[src/rtl/ifu_pkg.sv]
// Shared types and constants for the instruction fetch unit.
package ifu_pkg;

  typedef enum logic [2:0] {
    IDLE  = 3'd0,
    REQ   = 3'd1,
    HOLD  = 3'd2,
    FLUSH = 3'd3,
    FAULT = 3'd4
  } fetch_state_t;

  localparam logic [31:0] RESET_PC_DEF  = 32'h0000_0000;
  localparam logic [31:0] NOP_INSTR_DEF = 32'h0000_0013;
  localparam logic [31:0] PC_STEP       = 32'd4;

endpackage

[src/rtl/ifu_fetch.sv]
// Fetch unit: one outstanding imem read, registered word held for decode until IDU_ready.
// Latency: request the cycle after leaving IDLE, word valid the cycle after imem_rvalid; backpressure by holding in HOLD.
module ifu_fetch
  import ifu_pkg::*;
#(
  parameter logic [31:0] RESET_PC  = RESET_PC_DEF,
  parameter logic [31:0] NOP_INSTR = NOP_INSTR_DEF
) (
  input  logic        soc_clk,
  input  logic        reset,
  input  logic        fetch_en,
  output logic        imem_req,
  output logic [31:0] imem_addr,
  input  logic        imem_rvalid,
  input  logic [31:0] imem_rdata,
  input  logic        imem_err,
  output logic [31:0] instruction,
  output logic        Fetch_ready,
  input  logic        IDU_ready,
  output logic [31:0] fetch_pc,
  input  logic        redirect_valid,
  input  logic [31:0] redirect_pc,
  output logic        fetch_fault
);

  fetch_state_t state_q, state_d;
  logic [31:0]  pc_q, pc_d;
  logic         imem_req_q, imem_req_d;
  logic [31:0]  imem_addr_q, imem_addr_d;
  logic [31:0]  instr_q, instr_d;
  logic [31:0]  fetch_pc_q, fetch_pc_d;
  logic         fetch_ready_q, fetch_ready_d;
  logic         fault_q, fault_d;
  logic         flush_fault_q, flush_fault_d;
  logic         misaligned;

  assign misaligned = (redirect_pc[1:0] != 2'b00);

  always_comb begin
    state_d       = state_q;
    pc_d          = pc_q;
    instr_d       = instr_q;
    fetch_pc_d    = fetch_pc_q;
    fetch_ready_d = fetch_ready_q;
    fault_d       = fault_q;
    flush_fault_d = flush_fault_q;
    unique case (state_q)
      IDLE: begin
        if (redirect_valid) begin
          if (misaligned) begin
            fault_d = 1'b1;
            state_d = FAULT;
          end else begin
            pc_d = redirect_pc;
          end
        end else if (fetch_en) begin
          state_d = REQ;
        end
      end
      REQ: begin
        if (redirect_valid) begin
          if (misaligned) fault_d = 1'b1;
          else            pc_d    = redirect_pc;
          // A same-cycle response is the one being abandoned, so nothing is left in flight.
          if (imem_rvalid) begin
            state_d = misaligned ? FAULT : IDLE;
          end else begin
            state_d       = FLUSH;
            flush_fault_d = misaligned;
          end
        end else if (imem_rvalid) begin
          if (imem_err) begin
            fault_d = 1'b1;
            state_d = FAULT;
          end else begin
            instr_d       = imem_rdata;
            fetch_pc_d    = pc_q;
            fetch_ready_d = 1'b1;
            state_d       = HOLD;
          end
        end
      end
      HOLD: begin
        if (redirect_valid) begin
          fetch_ready_d = 1'b0;
          instr_d       = NOP_INSTR;
          if (misaligned) begin
            fault_d = 1'b1;
            state_d = FAULT;
          end else begin
            pc_d    = redirect_pc;
            state_d = IDLE;
          end
        end else if (IDU_ready) begin
          fetch_ready_d = 1'b0;
          instr_d       = NOP_INSTR;
          pc_d          = pc_q + PC_STEP;
          state_d       = IDLE;
        end
      end
      FLUSH: begin
        if (redirect_valid) begin
          if (misaligned) begin
            fault_d       = 1'b1;
            flush_fault_d = 1'b1;
          end else begin
            pc_d          = redirect_pc;
            flush_fault_d = 1'b0;
          end
        end
        if (imem_rvalid) state_d = flush_fault_d ? FAULT : IDLE;
      end
      FAULT: begin
        if (redirect_valid && !misaligned) begin
          pc_d    = redirect_pc;
          state_d = IDLE;
        end
      end
      default: state_d = IDLE;
    endcase
    imem_req_d  = (state_d == REQ);
    // Address only moves when a new request starts, keeping it stable under imem_req.
    imem_addr_d = (state_d == REQ) ? pc_d : imem_addr_q;
  end

  always_ff @(posedge soc_clk or posedge reset) begin
    if (reset) begin
      state_q       <= IDLE;
      pc_q          <= RESET_PC;
      imem_req_q    <= 1'b0;
      imem_addr_q   <= RESET_PC;
      instr_q       <= NOP_INSTR;
      fetch_pc_q    <= RESET_PC;
      fetch_ready_q <= 1'b0;
      fault_q       <= 1'b0;
      flush_fault_q <= 1'b0;
    end else begin
      state_q       <= state_d;
      pc_q          <= pc_d;
      imem_req_q    <= imem_req_d;
      imem_addr_q   <= imem_addr_d;
      instr_q       <= instr_d;
      fetch_pc_q    <= fetch_pc_d;
      fetch_ready_q <= fetch_ready_d;
      fault_q       <= fault_d;
      flush_fault_q <= flush_fault_d;
    end
  end

  assign imem_req    = imem_req_q;
  assign imem_addr   = imem_addr_q;
  assign instruction = instr_q;
  assign Fetch_ready = fetch_ready_q;
  assign fetch_pc    = fetch_pc_q;
  assign fetch_fault = fault_q;

  a_rvalid_in_flight : assert property (@(posedge soc_clk) disable iff (reset)
    imem_rvalid |-> (state_q == REQ || state_q == FLUSH));

endmodule
[config.mk]
export PLATFORM = sky130hd
export DESIGN_NAME = ifu_fetch
export DESIGN_NICKNAME = d
export VERILOG_FILES = /design/src/rtl/ifu_pkg.sv /design/src/rtl/ifu_fetch.sv
export SDC_FILE = /design/constraint.sdc
export NUM_CORES = 1
export LEC_CHECK = 0
export ABC_AREA = 0
export ABC_CLOCK_PERIOD_IN_PS = 3700
export CAP_MARGIN = 20
export CELL_PAD_IN_SITES_DETAIL_PLACEMENT = 1
export CELL_PAD_IN_SITES_GLOBAL_PLACEMENT = 2
export CORE_MARGIN = 2
export CORE_UTILIZATION = 35
export DETAILED_ROUTE_END_ITERATION = 7
export DONT_BUFFER_PORTS = 1
export PLACE_DENSITY = 0.73
export SLEW_MARGIN = 20
export SYNTH_ARGS = -nofsm -noshare
export SYNTH_HDL_FRONTEND = slang
export SYNTH_SLANG_ARGS = --single-unit
[constraint.sdc]
create_clock -name soc_clk -period 3.7 [get_ports soc_clk]
set_clock_uncertainty 0.05 [all_clocks]
set_input_delay 0.37 -clock soc_clk [delete_from_list [all_inputs] [get_ports soc_clk]]
set_output_delay 0.37 -clock soc_clk [all_outputs]
set_load 0.01 [all_outputs]
# ---- Word-level counts from Yosys, hierarchy flattened
# Index checks and enable logic that the tools add are counted.
# W data, S select, Z words.
dict set report totals {
  regBits 135
  word_cells 83
  input_bits 71
  out_inout_bits 99
}
dict set report op_classes {
  add_sub_neg 1
  reduce_logical 13
  n_eq_ne 14
  n_mux 44
  bitwise 2
}
# operator n
set ops {}
lappend ops {{$mux W32} 10}
lappend ops {{$pmux W32 S3} 1}
lappend ops {{$pmux W32 S2} 1}
lappend ops {{$mux W3} 13}
lappend ops {{$add A32 B3 Y32 const B} 1}
lappend ops {{$mux W1} 15}
lappend ops {{$pmux W3 S5} 1}
lappend ops {{$ne A2 B2 Y1 const B} 5}
lappend ops {{$ne A3 B3 Y1 const B} 3}
lappend ops {{$reduce_and A4 Y1} 2}
lappend ops {{$reduce_bool A2 Y1} 4}
lappend ops {{$eq A3 B1 Y1 const B} 2}
lappend ops {{$eq A3 B2 Y1 const B} 2}
lappend ops {{$pmux W1 S2} 3}
lappend ops {{$reduce_or A3 Y1} 2}
lappend ops {{$reduce_and A5 Y1} 1}
lappend ops {{$eq A3 B3 Y1 const B} 1}
lappend ops {{$logic_not A3 Y1} 1}
lappend ops {{$reduce_and A3 Y1} 1}
lappend ops {{$ne A2 B1 Y1 const B} 1}
lappend ops {{$not A1 Y1} 2}
lappend ops {{$logic_and A1 B1 Y1} 1}
lappend ops {{$logic_not A1 Y1} 1}

# ---- Depth between registers and ports, before layout
# Gate-level depths: netlist of run 1.
dict set report logic_depth {
  ltp_word 8
  depth_mapped 8
}

# ---- Worst setup path before layout of run 1
# OpenSTA, ideal clock, no wires.
dict set report synth_timing {
  path_type {reg2reg}
  from {register state_q[0]}
  to {register imem_addr_q[10] (netlist: imem_addr[10])}
  stages_incl_launch_ff 8
  arrival_time_ps 1845
  period_less_slack_ps 2020
  path_buffers 2
  setup_time_ps 125
  setup_slack_ps 1680
  t_required_ps 3525
  path_cell_list {dfrtp_1 buf_2 nor4b_1 o21bai_1 or3_1 buf_2 inv_2 mux2_2}
}
dict set report synth_via {
  elab_chain_len 4
}
# element line
set synth_lines {}
lappend synth_lines {{start: declaration} ifu_fetch.sv:26} ;# fetch_state_t state_q, state_d;
lappend synth_lines {{start signal: assignment} ifu_fetch.sv:138} ;# state_q <= state_d;
lappend synth_lines {{$mux W3, on equally long branches} -}
lappend synth_lines {{$mux W3, on equally long branches} {ifu_fetch.sv:84, ifu_fetch.sv:49, ifu_fetch.sv:61}}
lappend synth_lines {{$pmux W3 S5 (*)} ifu_fetch.sv:47} ;# unique case (state_q)
lappend synth_lines {{$eq A3 B1 Y1 (*)} -}
lappend synth_lines {{via imem_req_d} ifu_fetch.sv:28} ;# logic imem_req_q, imem_req_d;
lappend synth_lines {{end signal: assignment} ifu_fetch.sv:141} ;# imem_addr_q <= imem_addr_d;
lappend synth_lines {{end: declaration} ifu_fetch.sv:29} ;# logic [31:0] imem_addr_q, imem_addr_d;
# The timed path passes the listed nets; every way through them passes the cells marked *.
# A chain may end at the register's enable or synchronous reset.

# ---- Worst setup path in the final report of run 1
dict set report layout_timing {
  from {register state_q[2]}
  to {register imem_addr_q[10] (netlist: imem_addr[10])}
}
# element line
set layout_rtl {}
lappend layout_rtl {{$eq A3 B2 Y1, or another cell as far along} ifu_fetch.sv:47}
lappend layout_rtl {{$reduce_or A3 Y1 (no line)} -}
lappend layout_rtl {{$pmux W32 S3 (*)} ifu_fetch.sv:47}
lappend layout_rtl {{via pc_d[10]} ifu_fetch.sv:27} ;# logic [31:0] pc_q, pc_d;
# Marks and branches as above.

==> reports/metrics.csv, run 1 <==
stage,metric,value,unit
finish,antenna_cells,0,
logic_synthesis,dominantRegCellSynth,dfrtp_1,
logic_synthesis,netlist_top_cells_count,"dfrtp_1 (132), nand2_1 (132), o21ai_0 (44)",
pwr,p_sw_frac,0.349,
finish,drive_gt1_frac,0.136,
pwr,p_int,3.17,mW
worst_setup_path,worstSetupEndpointType,flop,
logic_synthesis,synth_area_leaders,"dfrtp_1 (51%), nand2_1 (7.7%), a22o_1 (3.9%), o21ai_0 (3.4%), mux2_2 (3.2%)",
run,maxCapViolations,0,
timing,setup_viol,0,
floorplanning,fp.dieW,140,um
worst_setup_path,cp_slowest_cell,nor4b_1,
place,place_ws,1.13,ns
grt,antenna_found_initial,0,
grt,grt_use_total,0.215,
finish,area_growth,12.0,%
logic_synthesis,syn_nets,731,
worst_setup_path,cp_slowest_stage_delay,0.86,ns
logic_synthesis,synthArstFlopShare,1.00,
place,gp_congestion,0.852,
worst_setup_path,cp_cell_sequence,nor4b_1 > a211oi_4 > a22oi_1 > o21ai_1 > mux2_2,
timing,worstMarginPinSlew,1.02,ns
pwr,p_per_area,677,nW/um^2
timing,final.setup.tns,0,ns
routing,drc,0,
floorplanning,start_util,0.357,
timing,max_freq,398,MHz
grt,grt_max_degree,54,
logic_synthesis,synth_top_area_frac,0.514,
status,outcome,finished clean,
clocking,htreeDepth,4,
clocking,clock_latency,0.43,ns
timing,period_needed,2.51,ns
logic_synthesis,yosysSeqAreaShare,0.526,
routing,routed_wl,20700,um
routing,routedWlPerCell,23.4,um
timing,hold_viol_final,0,
worst_setup_path,crit_buf_inv,0,
logic_synthesis,netlist_instances,659,
worst_setup_path,crit_fanout,22,
pwr,ir_drop,0.000320,V
routing,vias_per_cell,5.78,
pwr,share_seq_of_total_power,0.517,
worst_setup_path,crit_family,simple AND/OR/NAND/NOR gates,
floorplanning,core,18000,um^2
logic_synthesis,yosys.area.top_type,dfrtp_1,
finish,finalNetCount,714,
place,dp_hpwl,14800,um
timing,fin_crit_sh,0.679,
place,dpl.cell_count,850,
clocking,cts_inserted_buffers,17,
pwr,p_leak,3.17,nW
floorplanning,io_pins,170,
logic_synthesis,yosysWarningCount,0,
worst_setup_path,critical_path_class,reg2reg,
finish,fin_cells,884,
timing,maxSlewViolCount,0,
pwr,p_total,4.88,mW
clocking,cts_buffer_depth,2,
logic_synthesis,synth-edff-count,0,
clocking,root_buffer,clkbuf_16,
timing,finalWorstSetupSlack,1.19,ns
worst_setup_path,startpoint_type,flop,
clocking,cts_repair_resize_count,0,
grt,grt_pass1_wl,32300,um
routing,ant_nets,0,
timing,relSlewSlack,0.317,
logic_synthesis,syn_area_per_cell,9.76,um^2
logic_synthesis,synth_cell_types,67,
floorplanning,rows,49,
clocking,cts_tree,yes,
worst_setup_path,required,3.97,ns
floorplanning,fp.dieArea,19500,um^2
pwr,p_comb_frac,0.146,
floorplanning,die_h,140,um
clocking,clkTransAtPathRegs,0.06,ns
timing,grt_setup_unrepaired,no,
grt,grt_pass1_vias,5395,
place,port_buffers,0,
pwr,p_sw,1.70,mW
routing,vias,5107,
logic_synthesis,mappedNetlistArea,6430,um^2
worst_hold_path,hold_path.class,in2reg,
worst_setup_path,cp.arrival,2.78,ns
routing,drtIter0Drc,277,
worst_setup_path,regToRegSetupSlack,1.19,ns
logic_synthesis,ys_seq_elements,135,
pwr,clock_power_share,0.336,
clocking,cts_sinks,135,
grt,grt_overflow,0,
routing,drt_first_pass_iters,4,
## routing by layer
| metal | global-route usage | vias up | wire, um |
|---|---|---|---|
| li1 | - | 2340 | - |
| met3 | 0.0764 | 31 | 1380 |
| met4 | 0.0716 | 0 | 448 |
| met5 | 0 | - | 0 |
| met2 | 0.366 | 127 | 10400 |
| met1 | 0.254 | 2609 | 8490 |
## power groups by stage
stage	combinational, mW	sequential, mW	clock (mW)
5_1_grt	0.826	2.59	1.75
3_5_place_dp	0.723	2.56	0
4_1_cts	0.728	2.54	1.68
6_report	0.713	2.52	1.64
3_3_place_gp	0.689	2.55	0
2_1_floorplan	0.647	2.31	0
## final cells by class
class	count	area [um^2]
inverter	18	71.3
clock inverter	13	118
tap	229	287
clock buffer	19	443
timing repair buffer	14	110
sequential	135	3380
fill	2056	10800
multi-input combinational	456	2790
## path summary, 6_finish.rpt
path | from | endpoint | cells after the start
setup reg to reg | state_q[2]$_DFF_PP0_ | imem_addr[10]$_DFFE_PP0N_ | 5
setup / recovery | state_q[2]$_DFF_PP0_ | imem_addr[10]$_DFFE_PP0N_ | 5
min in group asynchronous | reset | instruction[9]$_DFFE_PP0P_ | 2
hold reg to reg | pc_q[1]$_DFF_PP0_ | fetch_pc[1]$_DFFE_PP0P_ | 2
max in group asynchronous | reset | pc_q[16]$_DFF_PP0_ | 3
hold / removal | redirect_pc[5] | pc_q[5]$_DFF_PP0_ | 1
## placed cells by master, fill, tap and decap left out, types with 6 or more instances in the layout
master | synthesis | final
buf_4 | 1 | 12
a22o_1 | 29 | 29
mux2_2 | 18 | 18
nand2_1 | 132 | 132
nand4_1 | 18 | 18
a21oi_1 | 19 | 19
dfrtp_1 | 132 | 132
nor2_1 | 32 | 32
a22oi_1 | 16 | 16
o211ai_1 | 9 | 9
o21ai_0 | 44 | 44
and3_1 | 6 | 6
inv_1 | 17 | 16
nor4_1 | 7 | 7
nor3_1 | 12 | 12
clkbuf_16 | 0 | 17
nand3_1 | 10 | 10
## what timing repair did
action | in CTS | in global routing
setup buffers | 0 | 0
endpoints found under the hold margin | 33 | 0
setup endpoints to repair | 0 | 0
hold buffers | 2 | 0
## cell families (layout without fill, tap and decap cells)
kind of cell    count (synthesis)  in the layout  synth area share
mux                            22             22            0.0377
buf+inv                        68             64            0.0440
compound gates                168            168             0.183
fa+ha+maj                       1              1           0.00195
simple gates                  264            264             0.206
flops                         135            135             0.526
xor+xnor                        1              1           0.00136
## sequential cells by signal (all words and copies together), names as in the netlist
name and flops:
fetch_pc 32, Fetch_ready 1, imem_req 1, fetch_fault 1, imem_addr 32, state_q 3, pc_q 32, instruction 32
flush_fault_q 1
## stage by stage
step | area, um^2 | hold WS, ns | utilization
5_1_grt | 7200 | 0.00909 | 0.400
2_1_floorplan | 6430 | 0.380 | -
4_1_cts | 7200 | 0.0117 | 0.400
6_report | 7200 | 0.0189 | 0.400
3_3_place_gp | 6620 | 0.343 | 0.367
3_5_place_dp | 6620 | 0.372 | 0.367
Note: power is estimated with default switching activity, not from simulation.
==> run 2: changes to the inputs <==
Settings changed: ABC_CLOCK_PERIOD_IN_PS 3700 to 2620, CORE_UTILIZATION 35 to 38, PLACE_DENSITY 0.73 to 0.75.
Clock period 3.7 ns to 2.62 ns, I/O delays scaled along.
==> run 2 against run 1 <==
Non-clock buffer count rose by 70. Register-to-register slack got worse by 1.1 ns. Sequential share of layout area down 4.5 points. Power is 47% higher. Clock-buffer cell count is the same. Combinational power is 65% higher. Sequential cell count unchanged.
==> reports/metrics.csv, run 2 (synthesis gave the netlist of run 1 again) <==
stage,metric,value,unit,change
status,outcome,finished clean,,
routing,routed_wl,22100,um,+6.8%
worst_setup_path,crit_fanout,20,,-9.1%
routing,ant_nets,0,,unchanged
routing,vias_per_cell,5.77,,-0.14%
pwr,p_per_area,901,nW/um^2,+33%
grt,grt_overflow,0,,unchanged
clocking,cts_inserted_buffers,17,,unchanged
clocking,cts_buffer_depth,2,,unchanged
worst_setup_path,required,2.88,ns,-1.09 ns
worst_setup_path,cp.arrival,2.75,ns,-0.03 ns
finish,layout_common_cells,"dfrtp_1 (132), nand2_1 (132), dlygate4sd3_1 (61)",,
grt,grt_pass1_vias,5847,,+8.4%
timing,relSlewSlack,0.436,,+0.119
timing,setup_viol,0,,unchanged
worst_setup_path,worstSetupEndpointType,flop,,
finish,finalNetCount,784,,+9.8%
finish,nFillCells,1834,,-11%
worst_setup_path,reg2reg_from,state_q[1]$_DFF_PP0_,,
grt,grt_use_total,0.254,,+0.0386
floorplanning,start_util,0.388,,+0.0310
routing,routedWlPerCell,23.4,um,-0.11%
floorplanning,fp.dieArea,18000,um^2,-7.7%
grt,antenna_found_initial,0,,unchanged
finish,drive_gt1_frac,0.141,,+0.00481
floorplanning,fp.dieW,134,um,-3.9%
clocking,cts_sinks,135,,unchanged
place,port_buffers,0,,unchanged
run,maxCapViolations,0,,unchanged
finish,fin_cells,945,,+6.9%
place,place_ws,0.365,ns,-0.766 ns
timing,finalWorstSetupSlack,0.135,ns,-1.05 ns
floorplanning,rows,47,,-4.1%
finish,antenna_cells,0,,unchanged
grt,grt_max_degree,55,,+1.9%
timing,fin_crit_sh,0.948,,+0.270
pwr,p_leak,3.50,nW,+10%
timing,final.setup.tns,0,ns,unchanged
worst_setup_path,cp-startpoint,state_q[1]$_DFF_PP0_,,
place,placed_cell_area,6720,um^2,+1.5%
timing,grt_setup_unrepaired,no,,
worst_setup_path,rr_worst_depth,6,,+1
clocking,root_buffer,clkbuf_16,,
timing,max_freq,402,MHz,+1.1%
floorplanning,io_pins,170,,unchanged
clocking,htreeDepth,4,,unchanged
routing,drt_first_pass_iters,4,,unchanged
worst_hold_path,hold_path.class,in2reg,,
routing,drc,0,,unchanged
worst_hold_path,min_from,redirect_pc[13],,
finish,area_growth,23.8,%,
worst_hold_path,hold_depth,2,,+1
clocking,cts_tree,yes,,
timing,maxSlewViolCount,0,,unchanged
timing,worstMarginPinSlew,0.844,ns,-0.177 ns
finish,post-route-util,0.480,,+0.0803
finish,final_area,7960,um^2,+10%
floorplanning,core,16600,um^2,-8.0%
place,dp_hpwl,14900,um,+0.97%
place,dpl.cell_count,852,,+0.24%
clocking,clock_latency,0.43,ns,about the same
clocking,clkTransAtPathRegs,0.06,ns,about the same
grt,grt_pass1_wl,34800,um,+7.7%
timing,period_needed,2.48,ns,-0.0266 ns
worst_setup_path,critical_path_class,reg2reg,,
worst_setup_path,startpoint_type,flop,,
pwr,ir_drop,0.000487,V,+52%
place,gp_congestion,0.870,,+2.1%
routing,vias,5452,,+6.8%
floorplanning,die_h,134,um,-3.9%
routing,drtIter0Drc,319,,+15%
timing,hold_viol_final,0,,unchanged
run 2: cell count changes in the layout (fill, tap and decap cells not counted), moves of 2 or more:
cell | before | now
buf_12 | 0 | 3
buf_4 | 12 | 20
clkinv_2 | 4 | 0
dlygate4sd3_1 | 2 | 61
inv_8 | 0 | 2
run 2: metrics by stage:
step	hold WS (ns)	power [mW]
after floorplan	0.328	4.18
after detailed placement	0.281	4.65
final	0.0259	7.17
after global routing	0.0187	7.55
after global placement	0.264	4.57
after CTS	0.0146	7.22
run 2: what timing repair did:
action | 4_1_cts | 5_1_grt
hold buffers | 61 | 0
setup endpoints to repair | 0 | 1
gates resized for setup | 0 | 5
buffers inserted | 0 | 0
endpoints found under the hold margin | 93 | 0
run 2: power breakdown:
| group | leakage (nW) | internal (mW) | switching, mW | total, mW |
|---|---|---|---|---|
| Combinational | 1.46 | 0.558 | 0.626 | 1.18 |
| Clock | 0.289 | 1.46 | 1.00 | 2.46 |
| Sequential | 1.76 | 2.67 | 0.851 | 3.52 |
run 2: layer usage:
layer  GRT usage  share of wire  vias to the layer above
met3      0.0646          0.059                       31
met5           0              0                        -
met4      0.0865          0.021                        0
met1       0.308           0.41                     2791
met2       0.441           0.51                      147
li1            -              -                     2483
run 2: area by class of cell:
class / instances / area, um^2 / share of cell area
clock buffer: 19 / 443 / 0.0557
clock inverter: 13 / 159 / 0.0200
inverter: 18 / 71.3 / 0.00896
multi-input combinational: 456 / 2810 / 0.353
sequential: 135 / 3380 / 0.425
tap: 220 / 275 / 0.0346
timing repair buffer: 84 / 821 / 0.103
run 2: final timing paths:
check / slack [ns] / endpoint
worst min-delay path: 0.03 / pc_q[13]$_DFF_PP0_
worst max register to register: 0.14 / pc_q[19]$_DFF_PP0_
worst max-delay path: 0.14 / pc_q[19]$_DFF_PP0_
worst min register to register: 0.44 / fetch_pc[0]$_DFFE_PP0P_
min in group asynchronous: 0.42 / fetch_pc[26]$_DFFE_PP0P_
max in group asynchronous: 1.34 / fetch_pc[24]$_DFFE_PP0P_
run 2: critical path, stage by stage (launching register included):
cell           delay [ns]
dfrtp_1              0.61
nor2b_2              0.40
a211oi_2             0.07
buf_4                0.25
a22oi_1              0.28
o21ai_0              0.13
dlygate4sd3_1        0.56
